===== config.mk =====
export PLATFORM = sky130hd
export DESIGN_NAME = syncfifo_plus_flat
export DESIGN_NICKNAME = d
export VERILOG_FILES = /design/src/rtl/syncfifo_plus_if.sv /design/src/rtl/syncfifo_plus.sv /design/src/flat_wrapper.sv
export SDC_FILE = /design/constraint.sdc
export NUM_CORES = 1
export LEC_CHECK = 0
export CAP_MARGIN = 40
export CORE_ASPECT_RATIO = 0.7
export CORE_UTILIZATION = 55
export CTS_BUF_LIST = sky130_fd_sc_hd__clkbuf_16
export CTS_CLUSTER_DIAMETER = 100
export DETAILED_ROUTE_END_ITERATION = 8
export PLACE_DENSITY = 0.83
export SLEW_MARGIN = 0
export SYNTH_ARGS = -nofsm -noshare
export SYNTH_HDL_FRONTEND = slang
export SYNTH_SLANG_ARGS = --single-unit

===== constraint.sdc =====
create_clock -name clk -period 7.9 [get_ports clk]
set_clock_uncertainty 0.1 [all_clocks]
set_input_delay 1.58 -clock clk [delete_from_list [all_inputs] [get_ports clk]]
set_output_delay 1.58 -clock clk [all_outputs]
set_load 0.05 [all_outputs]

===== src/rtl/syncfifo_plus_if.sv =====
// Handshake, data and status bundle of the synchronous FIFO.
interface syncfifo_plus_if #(
  parameter int unsigned DWIDTH = 8,
  parameter int unsigned AWIDTH = 4
) ();

  logic              clr;
  logic              wren;
  logic              rden;
  logic [DWIDTH-1:0] din;
  logic [DWIDTH-1:0] dout;
  logic              full;
  logic              empty;
  logic              afull;
  logic              aempty;
  logic [AWIDTH:0]   count;
  logic              overflow;
  logic              underflow;

  // Producer/consumer side: drives requests, observes data and status.
  modport master (
    output clr, wren, rden, din,
    input  dout, full, empty, afull, aempty, count, overflow, underflow
  );

  // FIFO side.
  modport slave (
    input  clr, wren, rden, din,
    output dout, full, empty, afull, aempty, count, overflow, underflow
  );

endinterface


===== src/rtl/syncfifo_plus.sv =====
// Synchronous FIFO with occupancy count, almost-full/empty thresholds,
// sticky overflow/underflow flags and registered or fall-through read data.
module syncfifo_plus #(
  parameter int unsigned DWIDTH = 8,
  parameter int unsigned AWIDTH = 4,
  parameter int unsigned AF_LVL = (2 ** AWIDTH) - 2,
  parameter int unsigned AE_LVL = 2,
  parameter int unsigned FWFT   = 0
) (
  input logic           clk,
  input logic           rstn,
  syncfifo_plus_if.slave bus
);

  localparam int unsigned DEPTH = 2 ** AWIDTH;
  localparam int unsigned CW    = AWIDTH + 1;

  logic [DWIDTH-1:0] mem [DEPTH];

  logic [AWIDTH-1:0] wptr, rptr, wptr_nxt, rptr_nxt;
  logic [CW-1:0]     count, count_nxt;
  logic [DWIDTH-1:0] dout, dout_nxt;
  logic              full, empty, afull, aempty;
  logic              overflow, underflow, overflow_nxt, underflow_nxt;
  logic              wr_acc, rd_acc;

  // Acceptance, pointer/count update, sticky errors and next read word.
  always_comb begin
    wr_acc        = bus.wren & ~full  & ~bus.clr;
    rd_acc        = bus.rden & ~empty & ~bus.clr;
    wptr_nxt      = wptr;
    rptr_nxt      = rptr;
    count_nxt     = count;
    overflow_nxt  = overflow  | (bus.wren & full);
    underflow_nxt = underflow | (bus.rden & empty);
    dout_nxt      = dout;

    if (wr_acc) wptr_nxt = wptr + AWIDTH'(1);
    if (rd_acc) rptr_nxt = rptr + AWIDTH'(1);

    case ({wr_acc, rd_acc})
      2'b10:   count_nxt = count + CW'(1);
      2'b01:   count_nxt = count - CW'(1);
      default: count_nxt = count;
    endcase

    if (bus.clr) begin
      wptr_nxt      = '0;
      rptr_nxt      = '0;
      count_nxt     = '0;
      overflow_nxt  = 1'b0;
      underflow_nxt = 1'b0;
    end else if (FWFT != 0) begin
      // Fall-through: register the next head word; a write landing on the
      // new head slot this cycle is not yet in memory, so take it from din.
      if (wr_acc && (wptr == rptr_nxt)) dout_nxt = bus.din;
      else                              dout_nxt = mem[rptr_nxt];
    end else if (rd_acc) begin
      dout_nxt = mem[rptr];
    end
  end

  // Control state and registered status flags decoded from next count.
  always_ff @(posedge clk) begin
    if (!rstn) begin
      wptr      <= '0;
      rptr      <= '0;
      count     <= '0;
      overflow  <= 1'b0;
      underflow <= 1'b0;
      dout      <= '0;
      empty     <= 1'b1;
      aempty    <= 1'b1;
      full      <= 1'b0;
      afull     <= 1'b0;
    end else begin
      wptr      <= wptr_nxt;
      rptr      <= rptr_nxt;
      count     <= count_nxt;
      overflow  <= overflow_nxt;
      underflow <= underflow_nxt;
      dout      <= dout_nxt;
      empty     <= (count_nxt == '0);
      full      <= (count_nxt == CW'(DEPTH));
      afull     <= (count_nxt >= CW'(AF_LVL));
      aempty    <= (count_nxt <= CW'(AE_LVL));
    end
  end

  // Storage array; contents survive reset and flush.
  always_ff @(posedge clk) begin
    if (rstn && wr_acc) mem[wptr] <= bus.din;
  end

  assign bus.dout      = dout;
  assign bus.count     = count;
  assign bus.full      = full;
  assign bus.empty     = empty;
  assign bus.afull     = afull;
  assign bus.aempty    = aempty;
  assign bus.overflow  = overflow;
  assign bus.underflow = underflow;

endmodule


===== src/flat_wrapper.sv =====
// flat-port wrapper written by rule: the top's interface ports become plain ports
module syncfifo_plus_flat 
#(
  parameter int unsigned DWIDTH = 8,
  parameter int unsigned AWIDTH = 4,
  parameter int unsigned AF_LVL = (2 ** AWIDTH) - 2,
  parameter int unsigned AE_LVL = 2,
  parameter int unsigned FWFT   = 0
)
  (clk, rstn, bus_clr, bus_wren, bus_rden, bus_din, bus_dout, bus_full, bus_empty, bus_afull, bus_aempty, bus_count, bus_overflow, bus_underflow);
  syncfifo_plus_if #(.DWIDTH(DWIDTH), .AWIDTH(AWIDTH)) bus_i ();
  input logic clk;
  input logic rstn;
  input wire logic [$bits(bus_i.clr)-1:0] bus_clr;
  input wire logic [$bits(bus_i.wren)-1:0] bus_wren;
  input wire logic [$bits(bus_i.rden)-1:0] bus_rden;
  input wire logic [$bits(bus_i.din)-1:0] bus_din;
  output wire logic [$bits(bus_i.dout)-1:0] bus_dout;
  output wire logic [$bits(bus_i.full)-1:0] bus_full;
  output wire logic [$bits(bus_i.empty)-1:0] bus_empty;
  output wire logic [$bits(bus_i.afull)-1:0] bus_afull;
  output wire logic [$bits(bus_i.aempty)-1:0] bus_aempty;
  output wire logic [$bits(bus_i.count)-1:0] bus_count;
  output wire logic [$bits(bus_i.overflow)-1:0] bus_overflow;
  output wire logic [$bits(bus_i.underflow)-1:0] bus_underflow;
  assign bus_i.clr = bus_clr;
  assign bus_i.wren = bus_wren;
  assign bus_i.rden = bus_rden;
  assign bus_i.din = bus_din;
  assign bus_dout = bus_i.dout;
  assign bus_full = bus_i.full;
  assign bus_empty = bus_i.empty;
  assign bus_afull = bus_i.afull;
  assign bus_aempty = bus_i.aempty;
  assign bus_count = bus_i.count;
  assign bus_overflow = bus_i.overflow;
  assign bus_underflow = bus_i.underflow;
  syncfifo_plus #(.DWIDTH(DWIDTH), .AWIDTH(AWIDTH), .AF_LVL(AF_LVL), .AE_LVL(AE_LVL), .FWFT(FWFT)) u_core (.clk(clk), .rstn(rstn), .bus(bus_i));
endmodule

---- Word-level counts from Yosys, hierarchy flattened ----
Memory sizes are Yosys's and may differ from the RTL's. A register that Yosys moved wholly into a read port is not among the register bits.
Cells that the tools add are included.
cells by class
  add/sub/neg operators ................... 4
  magnitude comparators ................... 2
  equal/unequal tests ..................... 3
  multiplexer cells ....................... 4
  bitwise operators ....................... 12
  reduce and logical (&&, ||, !) cells .... 5
operators with widths
  kind                                                                                  number
  5-bit case mux with 2 select lines                                                    1
  4-bit by 1-bit adder with 4-bit output (second input constant)                        2
  1-bit AND                                                                             6
  5-bit by 1-bit adder with 5-bit output (second input constant)                        1
  5-bit equality test (second input constant)                                           1
  5-bit by 4-bit greater-or-equal comparator with 1-bit output (second input constant)  1
  5-bit by 2-bit <= comparator with 1-bit output (second input constant)                1
  5-bit zero test                                                                       1
  5-bit 2-to-1 mux                                                                      1
  5-bit by 1-bit subtractor with 5-bit output (second input constant)                   1
  1-bit NOT                                                                             4
  2-bit by 1-bit equality test with 1-bit output (second input constant)                1
  2-bit equality test (second input constant)                                           1
  1-bit 2-to-1 mux                                                                      2
  1-bit bitwise OR                                                                      2
  2-bit AND reduction                                                                   1
  2-bit OR reduction                                                                    1
  1-bit logical AND                                                                     1
  1-bit zero test                                                                       1
word-level totals
  bits in registers ....................... 19
  bits in writable memories ............... 128
  logic and storage cells ................. 40
  memories ................................ 1
memory list
  name        depth  width  read ports  clocked after Yosys merged registers in  wr ports  line                 text
  u_core.mem  16     8      1           1                                        1         syncfifo_plus.sv:18  logic [DWIDTH-1:0] mem [DEPTH];

---- Depth between registers and ports, before layout ----
Gate-level depths: netlist (run 1).
  depth after elaboration ................. 7
  mapped depth ............................ 12
  mapped depth without buffers ............ 10

---- Worst setup path before layout (run 1) ----
OpenSTA, ideal clock, no wires.
  kind .................................... input -> register
  from .................................... input port bus_clr
  to ...................................... register u_core.afull (netlist: u_core.bus.afull)
  library setup time ...................... 69 ps
  arrival ................................. 4006 ps
  path slack .............................. 3726 ps
  cell stages on the path ................. 10
  buffers on the path ..................... 3
  path through ............................ or3b_1 -> buf_6 -> clkinv_8 -> clkbuf_1 -> ha_1 -> clkbuf_1 -> or3_1 -> xor2_1 -> or4_4 -> o21ai_2
on the way
  cells in the longest elaborated chain, start to end .. 6
  elaborated cells between the ends (all ways) .. 8
  classes of those cells .................. 1 x order compare; 2 x eq/ne; 2 x mux; 3 x bitwise
ends and longest elaborated chain
  element                                                                                       line                                      text
  start: declaration                                                                            flat_wrapper.sv:14                        input wire logic [$bits(bus_i.clr)-1:0] bus_clr;
  1-bit NOT                                                                                     syncfifo_plus.sv:29, syncfifo_plus.sv:30
  1-bit AND (on tied branches)                                                                  syncfifo_plus.sv:30, syncfifo_plus.sv:29
  2-bit by 1-bit equality test with 1-bit output / 2-bit equality test (equally long branches)  syncfifo_plus.sv:41                       case ({wr_acc, rd_acc})
  5-bit case mux with 2 select lines                                                            syncfifo_plus.sv:41
  5-bit 2-to-1 mux *                                                                            syncfifo_plus.sv:47                       if (bus.clr) begin
  5-bit by 4-bit greater-or-equal comparator with 1-bit output *                                syncfifo_plus.sv:85                       afull <= (count_nxt >= CW'(AF_LVL));
  end signal: assignment                                                                        syncfifo_plus.sv:85
  end: declaration                                                                              syncfifo_plus.sv:23                       logic full, empty, afull, aempty;
Every way passes the cells marked *; elsewhere a longest branch is shown, timed or not.
A chain may end at the register's enable or synchronous reset.

---- Final worst setup path (run 1) ----
  from .................................... input port bus_clr
  to ...................................... register u_core.full (netlist: u_core.bus.full)
on the way
  cells in the longest elaborated chain, start to end .. 6
  elaborated cells between the ends (all ways) .. 8
  classes of those cells .................. 3 x eq/ne; 2 x mux; 3 x bitwise
ends and longest elaborated chain
  element                                                                                       line                                      text
  1-bit NOT                                                                                     syncfifo_plus.sv:29, syncfifo_plus.sv:30
  1-bit AND (on tied branches)                                                                  syncfifo_plus.sv:30, syncfifo_plus.sv:29
  2-bit by 1-bit equality test with 1-bit output / 2-bit equality test (equally long branches)  syncfifo_plus.sv:41
  5-bit case mux with 2 select lines                                                            syncfifo_plus.sv:41
  5-bit 2-to-1 mux *                                                                            syncfifo_plus.sv:47
  5-bit equality test *                                                                         syncfifo_plus.sv:84                       full <= (count_nxt == CW'(DEPTH));
  end signal: assignment                                                                        syncfifo_plus.sv:84
  end: declaration                                                                              syncfifo_plus.sv:23
Marks and branches as above.

==> flow_summary_export.csv, run 1 <==
group,metric,value,unit
route,wl_per_cell,22.00,microns
synthesis,ys_warn_count,0,
floorplanning,dieArea,0.01181,sq mm
synthesis,yosysMostFrequentCell,"edfxtp_1",
timing,max_slew_margin,40.99,%
timing,finalSetupTns,0,ns
synthesis,synth_nets,379,
critical_path,crit_path_end_kind,"register",
cells_and_area,n_antenna_cell,0,
route,wirelength,12300,microns
timing,setup_viol,0,
clock_tree,worstSkewPairLatency,0.42,ns
synthesis,synth_common_cells,"128 x edfxtp_1, 40 x mux4_2, 33 x nor2_1",
cells_and_area,drive_gt1_share,18.72,%
critical_path,worst_path_largest_cell_delay,0.63,ns
synthesis,ys_seq_elements,155,
clock_tree,htree_num_levels,4,
timing,worstMarginPinSlew,0.8820,ns
critical_path,required,8.16,ns
clock_tree,path_clk_slew,0.06,ns
global_routing,overflow,0,
timing,finalHoldViolCount,0,
critical_path,start_kind,"input pin",
route,antenna_left,0,
route,drtPass1Iterations,4,
cells_and_area,fin_cells,559,
synthesis,synth_area_leaders,"edfxtp_1 61%, mux4_2 14%, dfxtp_1 8.6%",
worst_hold_path,min-delay-path-class,"reg2reg",
route,drtIter0Drc,366,
floorplanning,fp.dieH,91.22,microns
timing,fmax,213.1,MHz
cells_and_area,fin_area,0.007238,sq mm
power_and_ir_drop,ir_drop,0.0001918,V
critical_path,path_cells,"clkdlybuf4s50_1 -> or3b_1 -> clkinv_8 -> ha_1 -> nor2_1 -> a41oi_1 -> o31ai_1 -> a211oi_1 -> o311a_1 -> and4bb_1",
clock_tree,cts_sinks,155,
clock_tree,clock_path_buffers,2,
floorplanning,ios,32,
critical_path,path_delay_family,"compound AO/OA/AOI/OAI gates",
timing,rsz0062_at_grt,"no",
flow_run,cap_violations,0,
clock_tree,cts_resized,0,
clock_tree,root_buffer,"clkbuf_16",
critical_path,crit_arrival,4.96,ns
clock_tree,hold_buffers,0,
floorplanning,initial_core_util,56.60,%
timing,period_needed,4.693,ns
timing,holdWs,0.3748,ns
timing,period_share,59.40,%
synthesis,async_flop_share,0,%
cells_and_area,utilization,65.50,%
placement,gp_congestion,0.8467,
synthesis,yosysSeqAreaShare,70.09,%
clock_tree,cts_tree,"done",
placement,dpl_cell_area,0.006699,sq mm
placement,place_inst,527,
critical_path,worst-path-stages,10,
critical_path,cp.buffers_inverters,2,
floorplanning,core_area,0.01105,sq mm
critical_path,r2r_cells,9,
global_routing,grt_pass1_vias,3370,
floorplanning,fp.dieW,129.5,microns
global_routing,grt_max_degree,36,
route,vias_per_cell,6.025,
clock_tree,numCtsBuffers,17,
timing,slew_violations,0,
synthesis,synth_top_area_cell,"edfxtp_1",
power_and_ir_drop,power.density,231.2,mW/mm^2
power_and_ir_drop,leakagePower,0.002276,uW
critical_path,slowest_stage,"ha_1",
worst_hold_path,min_path_cells,2,
cells_and_area,syn_to_final_growth,15.72,%
critical_path,crit_type,"in2reg",
placement,dpl.hpwl,7981,microns
synthesis,ys_types,48,
clock_tree,postCtsSetupBuffers,0,
global_routing,antenna_found_initial,0,
route,dr_total_vias,3368,
synthesis,synthFlopType,"edfxtp_1",
synthesis,avgSynthCellArea,17.42,sq um
cells_and_area,nNetsFinal,413,
placement,io_buffers,31,
synthesis,synthCells,359,
synthesis,synth_edf_count,128,
route,route.detailed.drc,0,
synthesis,synth.top_cell.area_share,61.45,%
synthesis,netlist_area,0.006255,sq mm
global_routing,grt_pass1_wl,19310,microns
outcome,status,"complete, no violations",
critical_path,critPathMaxFanout,15,
floorplanning,rows,32,
global_routing,grt.total_usage,23.30,%
per-layer routing:
layer	wire (microns)	track usage, %
met3	976	6.364
met1	5520	35.79
met2	5539	31.77
met5	0	0
met4	260	8.915
placed cells by master (no fill, tap or decap), types with 2 or more instances in the layout:
cell and count:
buf_4 6, nor2b_1 2, nand4_1 3, xor2_1 7, clkbuf_16 18, mux4_2 40, nor2_1 33, inv_1 9
xnor2_1 3, clkinv_1 5, ha_1 7, mux2i_1 2, nand2_1 28, edfxtp_1 128, a211oi_1 2, clkdlybuf4s50_1 31
a21boi_0 8, a21oi_1 5, nor3_1 6, nand2b_1 4, clkinv_2 4, dfxtp_1 26
state kept, by name (all words and copies together) (netlist names):
register              cells
u_core.bus.aempty         1
u_core.bus.afull          1
u_core.bus.count          5
u_core.bus.dout           8
u_core.bus.empty          1
u_core.bus.full           1
u_core.bus.overflow       1
u_core.bus.underflow      1
u_core.mem              128
u_core.rptr               4
u_core.wptr               4
worst paths after layout:
check                           slack (ns)                               to                             from
worst max register to register        4.52       u_core.bus.full$_SDFF_PN0_      u_core.bus.empty$_SDFF_PN1_
worst max-delay path                  3.21       u_core.bus.full$_SDFF_PN0_                          bus_clr
worst min-delay path                  0.37  u_core.bus.dout[4]$_SDFFE_PN0P_  u_core.bus.dout[4]$_SDFFE_PN0P_
worst min register to register        0.37  u_core.bus.dout[4]$_SDFFE_PN0P_  u_core.bus.dout[4]$_SDFFE_PN0P_
per-stage QoR:
step | setup slack [ns] | total power (uW)
after floorplan | 3.726 | 930.9
after global placement | 3.105 | 952.5
after detailed placement | 2.883 | 955.1
after CTS | 3.298 | 1681
after global routing | 2.956 | 1718
final | 3.207 | 1673
where the power goes:
group | total (uW) | switching (uW) | internal (uW)
registers | 890 | 2.93 | 887
clock network | 735 | 295 | 440
logic | 48.2 | 30.2 | 18.1
cell type report:
cell class                      instances  area [sq um]
Sequential cell                       155          4385
Clock buffer                           18         450.4
Clock inverter                         14         88.84
Tap cell                              153         191.4
Inverter                                7         38.79
Timing Repair Buffer                   37         355.3
Fill cell                             748          3812
Multi-Input combinational cell        175          1728
kinds of logic after synthesis:
logic type | Yosys count | synth area share (%)
DFF | 155 | 70.09
xor gates and xnor gates | 10 | 1.400
and+or+nand+nor | 86 | 6.481
buffers and inverters | 29 | 2.280
muxes | 42 | 14.72
adders and majority gates | 7 | 1.400
AOI/OAI and AO/OA | 30 | 3.621
worst register-to-register path: cells and delay by family, from the launching register on:
kind / cells / cell delay [ns]
simple gates: 3 / 0.86
flops: 1 / 0.36
buf+inv: 1 / 0.19
fa+ha+maj: 1 / 0.63
compound gates: 4 / 1.19
(Power assumes the default switching activity.)
==> run 2, diff against run 1 <==
--- a/config.mk
+++ b/config.mk
@@ -7,11 +7,11 @@
 export LEC_CHECK = 0
 export CAP_MARGIN = 40
 export CORE_ASPECT_RATIO = 0.7
-export CORE_UTILIZATION = 55
+export CORE_UTILIZATION = 54
 export CTS_BUF_LIST = sky130_fd_sc_hd__clkbuf_16
 export CTS_CLUSTER_DIAMETER = 100
 export DETAILED_ROUTE_END_ITERATION = 8
-export PLACE_DENSITY = 0.83
+export PLACE_DENSITY = 0.85
 export SLEW_MARGIN = 0
 export SYNTH_ARGS = -nofsm -noshare
 export SYNTH_HDL_FRONTEND = slang
==> constraint.sdc (replaced) <==
create_clock -name clk -period 4.3 [get_ports clk]
set_clock_uncertainty 0.1 [all_clocks]
set_input_delay 0.86 -clock clk [delete_from_list [all_inputs] [get_ports clk]]
set_output_delay 0.86 -clock clk [all_outputs]
set_load 0.05 [all_outputs]
==> run 2 against run 1 <==
First-iteration DRC count down 7.9%. Via count grew 5.0%. Final cell count increased by 3.2%. Die area is 1.8% higher. Register-to-register slack worse by 3.3 ns. Sequential share of layout area down 0.97 points. Flip-flop and latch count did not move. Critical endpoint unchanged. Hold slack got worse by 0.0096 ns. Largest power group unchanged. Global-route usage is 2.9 points higher. Count of clock-buffer cells in the layout is 1 lower.
==> flow_summary_export.csv, run 2 (same netlist as run 1, synthesis figures left out) <==
group,metric,value,unit
outcome,status,"complete, no violations",
critical_path,path_delay_family,"simple AND/OR/NAND/NOR gates",
clock_tree,worstSkewPairLatency,0.42,ns
global_routing,grt_pass1_wl,21230,microns
cells_and_area,nNetsFinal,431,
global_routing,grt_pass1_vias,3570,
placement,io_buffers,31,
placement,dpl.hpwl,9070,microns
timing,rsz0062_at_grt,"no",
global_routing,overflow,0,
clock_tree,htree_num_levels,4,
route,dr_total_vias,3537,
placement,gp_congestion,0.8683,
cells_and_area,syn_to_final_growth,17.60,%
clock_tree,cts_tree,"done",
route,route.detailed.drc,0,
cells_and_area,top_register,"u_core.mem",
timing,finalSetupTns,0,ns
floorplanning,rows,32,
clock_tree,cts_sinks,155,
route,drtIter0Drc,337,
cells_and_area,fin_area,0.007356,sq mm
floorplanning,fp.dieH,92.05,microns
critical_path,crit_arrival,3.85,ns
timing,period_share,84.48,%
cells_and_area,n_antenna_cell,0,
floorplanning,fp.dieW,130.6,microns
clock_tree,root_buffer,"clkbuf_16",
global_routing,grt_max_degree,36,
placement,dpl_cell_area,0.006834,sq mm
cells_and_area,most-common-layout-cells,"128 x edfxtp_1, 40 x mux4_2, 33 x nor2_1, 31 x clkdlybuf4s50_1, 28 x nand2_1",
clock_tree,path_clk_slew,0.06,ns
critical_path,cp.buffers_inverters,1,
floorplanning,dieArea,0.01202,sq mm
route,drtPass1Iterations,5,
floorplanning,core_area,0.01113,sq mm
route,vias_per_cell,6.130,
clock_tree,postCtsSetupBuffers,0,
critical_path,critPathMaxFanout,4,
global_routing,antenna_found_initial,0,
critical_path,slowest_stage,"clkdlybuf4s50_1",
worst_hold_path,min-delay-path-class,"reg2reg",
timing,layout_setup_ws,0.6672,ns
cells_and_area,fillerInstances,724,
timing,worstMarginPinSlew,0.7439,ns
timing,finalHoldViolCount,0,
placement,pre_cts_ws,0.2874,ns
timing,setup_viol,0,
power_and_ir_drop,ir_drop,0.0002716,V
critical_path,required,4.52,ns
clock_tree,cts_resized,0,
route,wl_per_cell,24.40,microns
timing,holdWs,0.3652,ns
flow_run,cap_violations,0,
timing,fmax,275.3,MHz
critical_path,path_cells,"clkdlybuf4s50_1 -> or3b_1 -> nor2_1 -> xor2_1 -> ha_1 -> a21oi_1 -> a2111o_1 -> o311ai_1 -> nor3_2 -> xnor2_1 -> and4bb_1",
cells_and_area,mostFrequentLayoutCell,"edfxtp_1",
route,wirelength,14080,microns
critical_path,crit_path_end_kind,"register",
floorplanning,ios,32,
timing,max_slew_margin,50.34,%
cells_and_area,drive_gt1_share,22.64,%
cells_and_area,reg_top3,"u_core.mem: 128 flops, u_core.bus.dout: 8 flops, u_core.bus.count: 5 flops",
critical_path,crit_type,"in2reg",
floorplanning,initial_core_util,56.19,%
clock_tree,hold_buffers,0,
power_and_ir_drop,power,3046,uW
clock_tree,numCtsBuffers,17,
power_and_ir_drop,power.density,414.1,mW/mm^2
global_routing,grt.total_usage,26.19,%
clock_tree,clock_path_buffers,2,
timing,period_needed,3.633,ns
timing,slew_violations,0,
critical_path,worst_path_largest_cell_delay,0.51,ns
cells_and_area,largest_register_ffs,128,
power_and_ir_drop,leakagePower,0.002373,uW
route,antenna_left,0,
critical_path,start_kind,"input pin",
run 2: changes by cell type in the layout (fill, tap and decap cells not counted), sizes merged:
cell    change
clkbuf      -1
buf        +18
inv         +2
clkinv      -1
run 2: through the flow:
step	instances	utilization (%)
5_1_grt	577	66.09
3_5_place_dp	545	61.40
4_1_cts	577	66.09
6_report	577	66.09
3_3_place_gp	542	61.20
2_1_floorplan	359	-
run 2: layout make-up:
class | count | area, sq um | area share, %
timing repair buffer | 55 | 490.5 | 6.668
sequential | 155 | 4385 | 59.62
multi-input combinational | 175 | 1728 | 23.49
inverter | 7 | 38.79 | 0.5273
tap | 153 | 191.4 | 2.602
clock buffer | 17 | 425.4 | 5.783
clock inverter | 15 | 96.34 | 1.310
run 2: power by group:
group	switching, uW	leakage (uW)	internal, uW
clock network	544	0.000283	773
registers	5.52	0.00137	1630
logic	56.7	0.000720	35.8
total	607	0.00237	2440
run 2: final timing paths:
| path | startpoint | end | slack, ns | cells past startpoint |
|---|---|---|---|---|
| worst min-delay path | u_core.bus.dout[2]$_SDFFE_PN0P_ | u_core.bus.dout[2]$_SDFFE_PN0P_ | 0.37 | 2 |
| worst max-delay path | bus_rden | u_core.bus.full$_SDFF_PN0_ | 0.67 | 11 |
| worst min register to register | u_core.bus.dout[2]$_SDFFE_PN0P_ | u_core.bus.dout[2]$_SDFFE_PN0P_ | 0.37 | 2 |
| worst max register to register | u_core.bus.full$_SDFF_PN0_ | u_core.bus.full$_SDFF_PN0_ | 1.23 | 10 |
run 2: tightest hold or removal path, cell delays in order, from the launching register on:
cell and delay, ns:
dfxtp_1 0.31, nand2_1 0.04, a21boi_0 0.07
run 2: metal layers:
metal	routed length, microns	global-route usage, %	up-vias	share of wire [%]
li1	-	-	1511	-
met1	5745	35.58	1810	41
met3	1175	6.301	44	8.3
met2	6805	39.86	172	48
met5	0	0	-	0
met4	353	12.84	0	2.5
==> run 3, diff against run 2 <==
--- a/config.mk
+++ b/config.mk
@@ -7,11 +7,11 @@
 export LEC_CHECK = 0
 export CAP_MARGIN = 40
 export CORE_ASPECT_RATIO = 0.7
-export CORE_UTILIZATION = 54
+export CORE_UTILIZATION = 55
 export CTS_BUF_LIST = sky130_fd_sc_hd__clkbuf_16
 export CTS_CLUSTER_DIAMETER = 100
 export DETAILED_ROUTE_END_ITERATION = 8
-export PLACE_DENSITY = 0.85
+export PLACE_DENSITY = 0.83
 export SLEW_MARGIN = 0
 export SYNTH_ARGS = -nofsm -noshare
 export SYNTH_HDL_FRONTEND = slang
==> constraint.sdc (replaced) <==
create_clock -name clk -period 3.5 [get_ports clk]
set_clock_uncertainty 0.1 [all_clocks]
set_input_delay 0.7 -clock clk [delete_from_list [all_inputs] [get_ports clk]]
set_output_delay 0.7 -clock clk [all_outputs]
set_load 0.05 [all_outputs]
==> run 3 against run 2 <==
Core utilization grew 1.1 points. Setup slack lost 0.44 ns. Power grew 25%. Count of clock-buffer cells in the layout is the same. Flip-flop and latch count is the same. Sequential share of layout area shrank 0.59 points. Hold slack lost 0.0031 ns. Critical path type unchanged. First-iteration DRC count shrank 17%. Global-route usage shrank 2.4 points. Critical endpoint is now u_core.bus.afull$_SDFF_PN0_. Wire length shrank 11%. Highest routed layer unchanged. Combinational power grew 28%.
==> flow_summary_export.csv, run 3 (same netlist as run 1, synthesis figures left out) <==
group,metric,value,unit
outcome,status,"complete, no violations",
route,antenna_left,0,
cells_and_area,most-common-layout-cells,"128 x edfxtp_1, 40 x mux4_2, 33 x nor2_1, 31 x clkdlybuf4s50_1, 31 x buf_4",
critical_path,critPathLaunch,"bus_clr",
critical_path,crit_path_end_kind,"register",
critical_path,r2r_cells,10,
floorplanning,rows,32,
timing,setup_viol,0,
route,dr_total_vias,3432,
flow_run,cap_violations,0,
critical_path,start_kind,"input pin",
floorplanning,core_area,0.01105,sq mm
timing,worstMarginPinSlew,0.7682,ns
clock_tree,cts_tree,"done",
global_routing,grt_pass1_vias,3409,
placement,dpl.hpwl,8300,microns
cells_and_area,fin_cells,584,
critical_path,reg2reg_slack,0.66,ns
global_routing,globalRouteMet3Util,6.364,%
clock_tree,cts_resized,0,
critical_path,reg2reg_from,"u_core.bus.empty$_SDFF_PN1_",
route,wirelength,12580,microns
placement,gp_congestion,0.8835,
floorplanning,ios,32,
critical_path,worst_r2r_endpoint,"u_core.bus.afull$_SDFF_PN0_",
timing,period_share,93.57,%
critical_path,cp.buffers_inverters,1,
global_routing,grt_use_met2,35.39,%
global_routing,grt_max_degree,36,
critical_path,path_cells,"clkdlybuf4s50_1 -> or3b_1 -> nor2_1 -> xor2_1 -> ha_1 -> a21oi_1 -> a21boi_2 -> or3_1 -> xor2_1 -> or4_4 -> o21ai_2",
cells_and_area,nNetsFinal,438,
critical_path,crit_type,"in2reg",
power_and_ir_drop,leakagePower,0.002410,uW
cells_and_area,largest_register_ffs,128,
clock_tree,hold_buffers,0,
clock_tree,postCtsSetupBuffers,0,
critical_path,required,3.75,ns
worst_hold_path,min-delay-path-class,"reg2reg",
route,route.detailed.drc,0,
floorplanning,dieArea,0.01181,sq mm
floorplanning,initial_core_util,56.60,%
global_routing,grt_pass1_wl,19490,microns
critical_path,cpMostUsedCell,"xor2_1",
timing,finalHoldViolCount,0,
floorplanning,fp.dieW,129.5,microns
floorplanning,fp.dieH,91.22,microns
power_and_ir_drop,ir_drop,0.0003959,V
global_routing,grtUsageMet1,34.88,%
cells_and_area,syn_to_final_growth,18.78,%
clock_tree,clock_path_buffers,2,
power_and_ir_drop,power.density,511.5,mW/mm^2
route,vias_per_cell,5.877,
cells_and_area,mostFrequentLayoutCell,"edfxtp_1",
timing,rsz0062_at_grt,"no",
clock_tree,root_buffer,"clkbuf_16",
route,drtIter0Drc,280,
critical_path,worst_path_largest_cell_delay,0.50,ns
route,wl_per_cell,21.53,microns
placement,place_inst,552,
cells_and_area,n_antenna_cell,0,
clock_tree,cts_sinks,155,
timing,slew_violations,0,
route,drtPass1Iterations,5,
global_routing,antenna_found_initial,0,
timing,max_slew_margin,48.60,%
clock_tree,worstSkewPairLatency,0.41,ns
clock_tree,path_clk_slew,0.06,ns
critical_path,worst-path-stages,11,
clock_tree,numCtsBuffers,17,
timing,finalSetupTns,0,ns
cells_and_area,reg_top3,"u_core.mem: 128 flops, u_core.bus.dout: 8 flops, u_core.bus.count: 5 flops",
critical_path,crit_arrival,3.52,ns
global_routing,grt_busiest_layer,"met2",
timing,fmax,305.4,MHz
cells_and_area,top_register,"u_core.mem",
global_routing,grt.total_usage,23.79,%
critical_path,critPathMaxFanout,4,
cells_and_area,multi_input_area,0.001728,sq mm
critical_path,slowest_stage,"or4_4",
cells_and_area,fillerInstances,714,
clock_tree,htree_num_levels,4,
placement,io_buffers,31,
critical_path,path_delay_family,"simple AND/OR/NAND/NOR gates",
cells_and_area,drive_gt1_share,23.90,%
global_routing,overflow,0,
cells_and_area,ff_latch_area,0.004385,sq mm
critical_path,crit_end,"u_core.bus.afull$_SDFF_PN0_",
timing,period_needed,3.275,ns
run 3: cell count changes in the layout (fill, tap and decap cells not counted):
cell | previous run | this run
buf_4 | 24 | 31
clkinv_1 | 1 | 2
bufinv_16 | 1 | 2
clkinv_4 | 1 | 0
inv_1 | 11 | 10
run 3: stage by stage:
step                power (uW)  hold slack [ns]  instance area (sq um)  worst slack [ns]  utilization, %
floorplan                 2101           0.3817                   6255            0.2059               -
global placement          2158           0.3501                   6887          -0.03348           62.32
detailed placement        2164           0.3602                   6887           -0.1418           62.32
CTS                       3817           0.3679                   7430            0.2664           67.23
global route              3904           0.3946                   7430            0.1207           67.23
finish                    3800           0.3621                   7430            0.2251           67.23
run 3: worst min path at each step:
stage / depth (start not counted) / startpoint / slack (ns) / end
floorplan: 2 / u_core.wptr[1]$_SDFFE_PP0P_ / 0.38 / u_core.wptr[1]$_SDFFE_PP0P_
global placement: 2 / u_core.bus.overflow$_SDFF_PP0_ / 0.35 / u_core.bus.overflow$_SDFF_PP0_
detailed placement: 2 / u_core.bus.dout[3]$_SDFFE_PN0P_ / 0.36 / u_core.bus.dout[3]$_SDFFE_PN0P_
CTS: 2 / u_core.bus.dout[3]$_SDFFE_PN0P_ / 0.37 / u_core.bus.dout[3]$_SDFFE_PN0P_
global route: 2 / u_core.bus.dout[4]$_SDFFE_PN0P_ / 0.39 / u_core.bus.dout[4]$_SDFFE_PN0P_
finish: 2 / u_core.bus.dout[3]$_SDFFE_PN0P_ / 0.36 / u_core.bus.dout[3]$_SDFFE_PN0P_
run 3: layout make-up:
| class | count | area share [%] |
|---|---|---|
| sequential | 155 | 59.03 |
| clock buffer | 17 | 5.726 |
| clock inverter | 15 | 1.583 |
| inverter | 7 | 0.5221 |
| timing repair buffer | 62 | 7.309 |
| multi-input combinational | 175 | 23.26 |
| tap | 153 | 2.577 |
run 3: worst reg2reg max path, stage by stage, from the launching register on:
cell and delay [ns]:
dfxtp_1 0.34, or3b_1 0.38, nor2_1 0.19, xor2_1 0.17, ha_1 0.21, a21oi_1 0.10
a21boi_2 0.20, or3_1 0.36, xor2_1 0.17, or4_4 0.50, o21ai_2 0.06
run 3: power by group:
| part | internal, uW | switching (uW) |
|---|---|---|
| Sequential | 2000 | 6.80 |
| Clock | 1020 | 651 |
| Combinational | 46.2 | 71.7 |
| Total | 3070 | 729 |
run 3: layer usage:
| metal | wire length (microns) | share of wire, % | vias to the layer above |
|---|---|---|---|
| li1 | - | - | 1520 |
| met1 | 5557 | 44 | 1765 |
| met2 | 5983 | 48 | 141 |
| met3 | 970 | 7.7 | 6 |
| met4 | 64 | 0.51 | 0 |
| met5 | 0 | 0 | - |
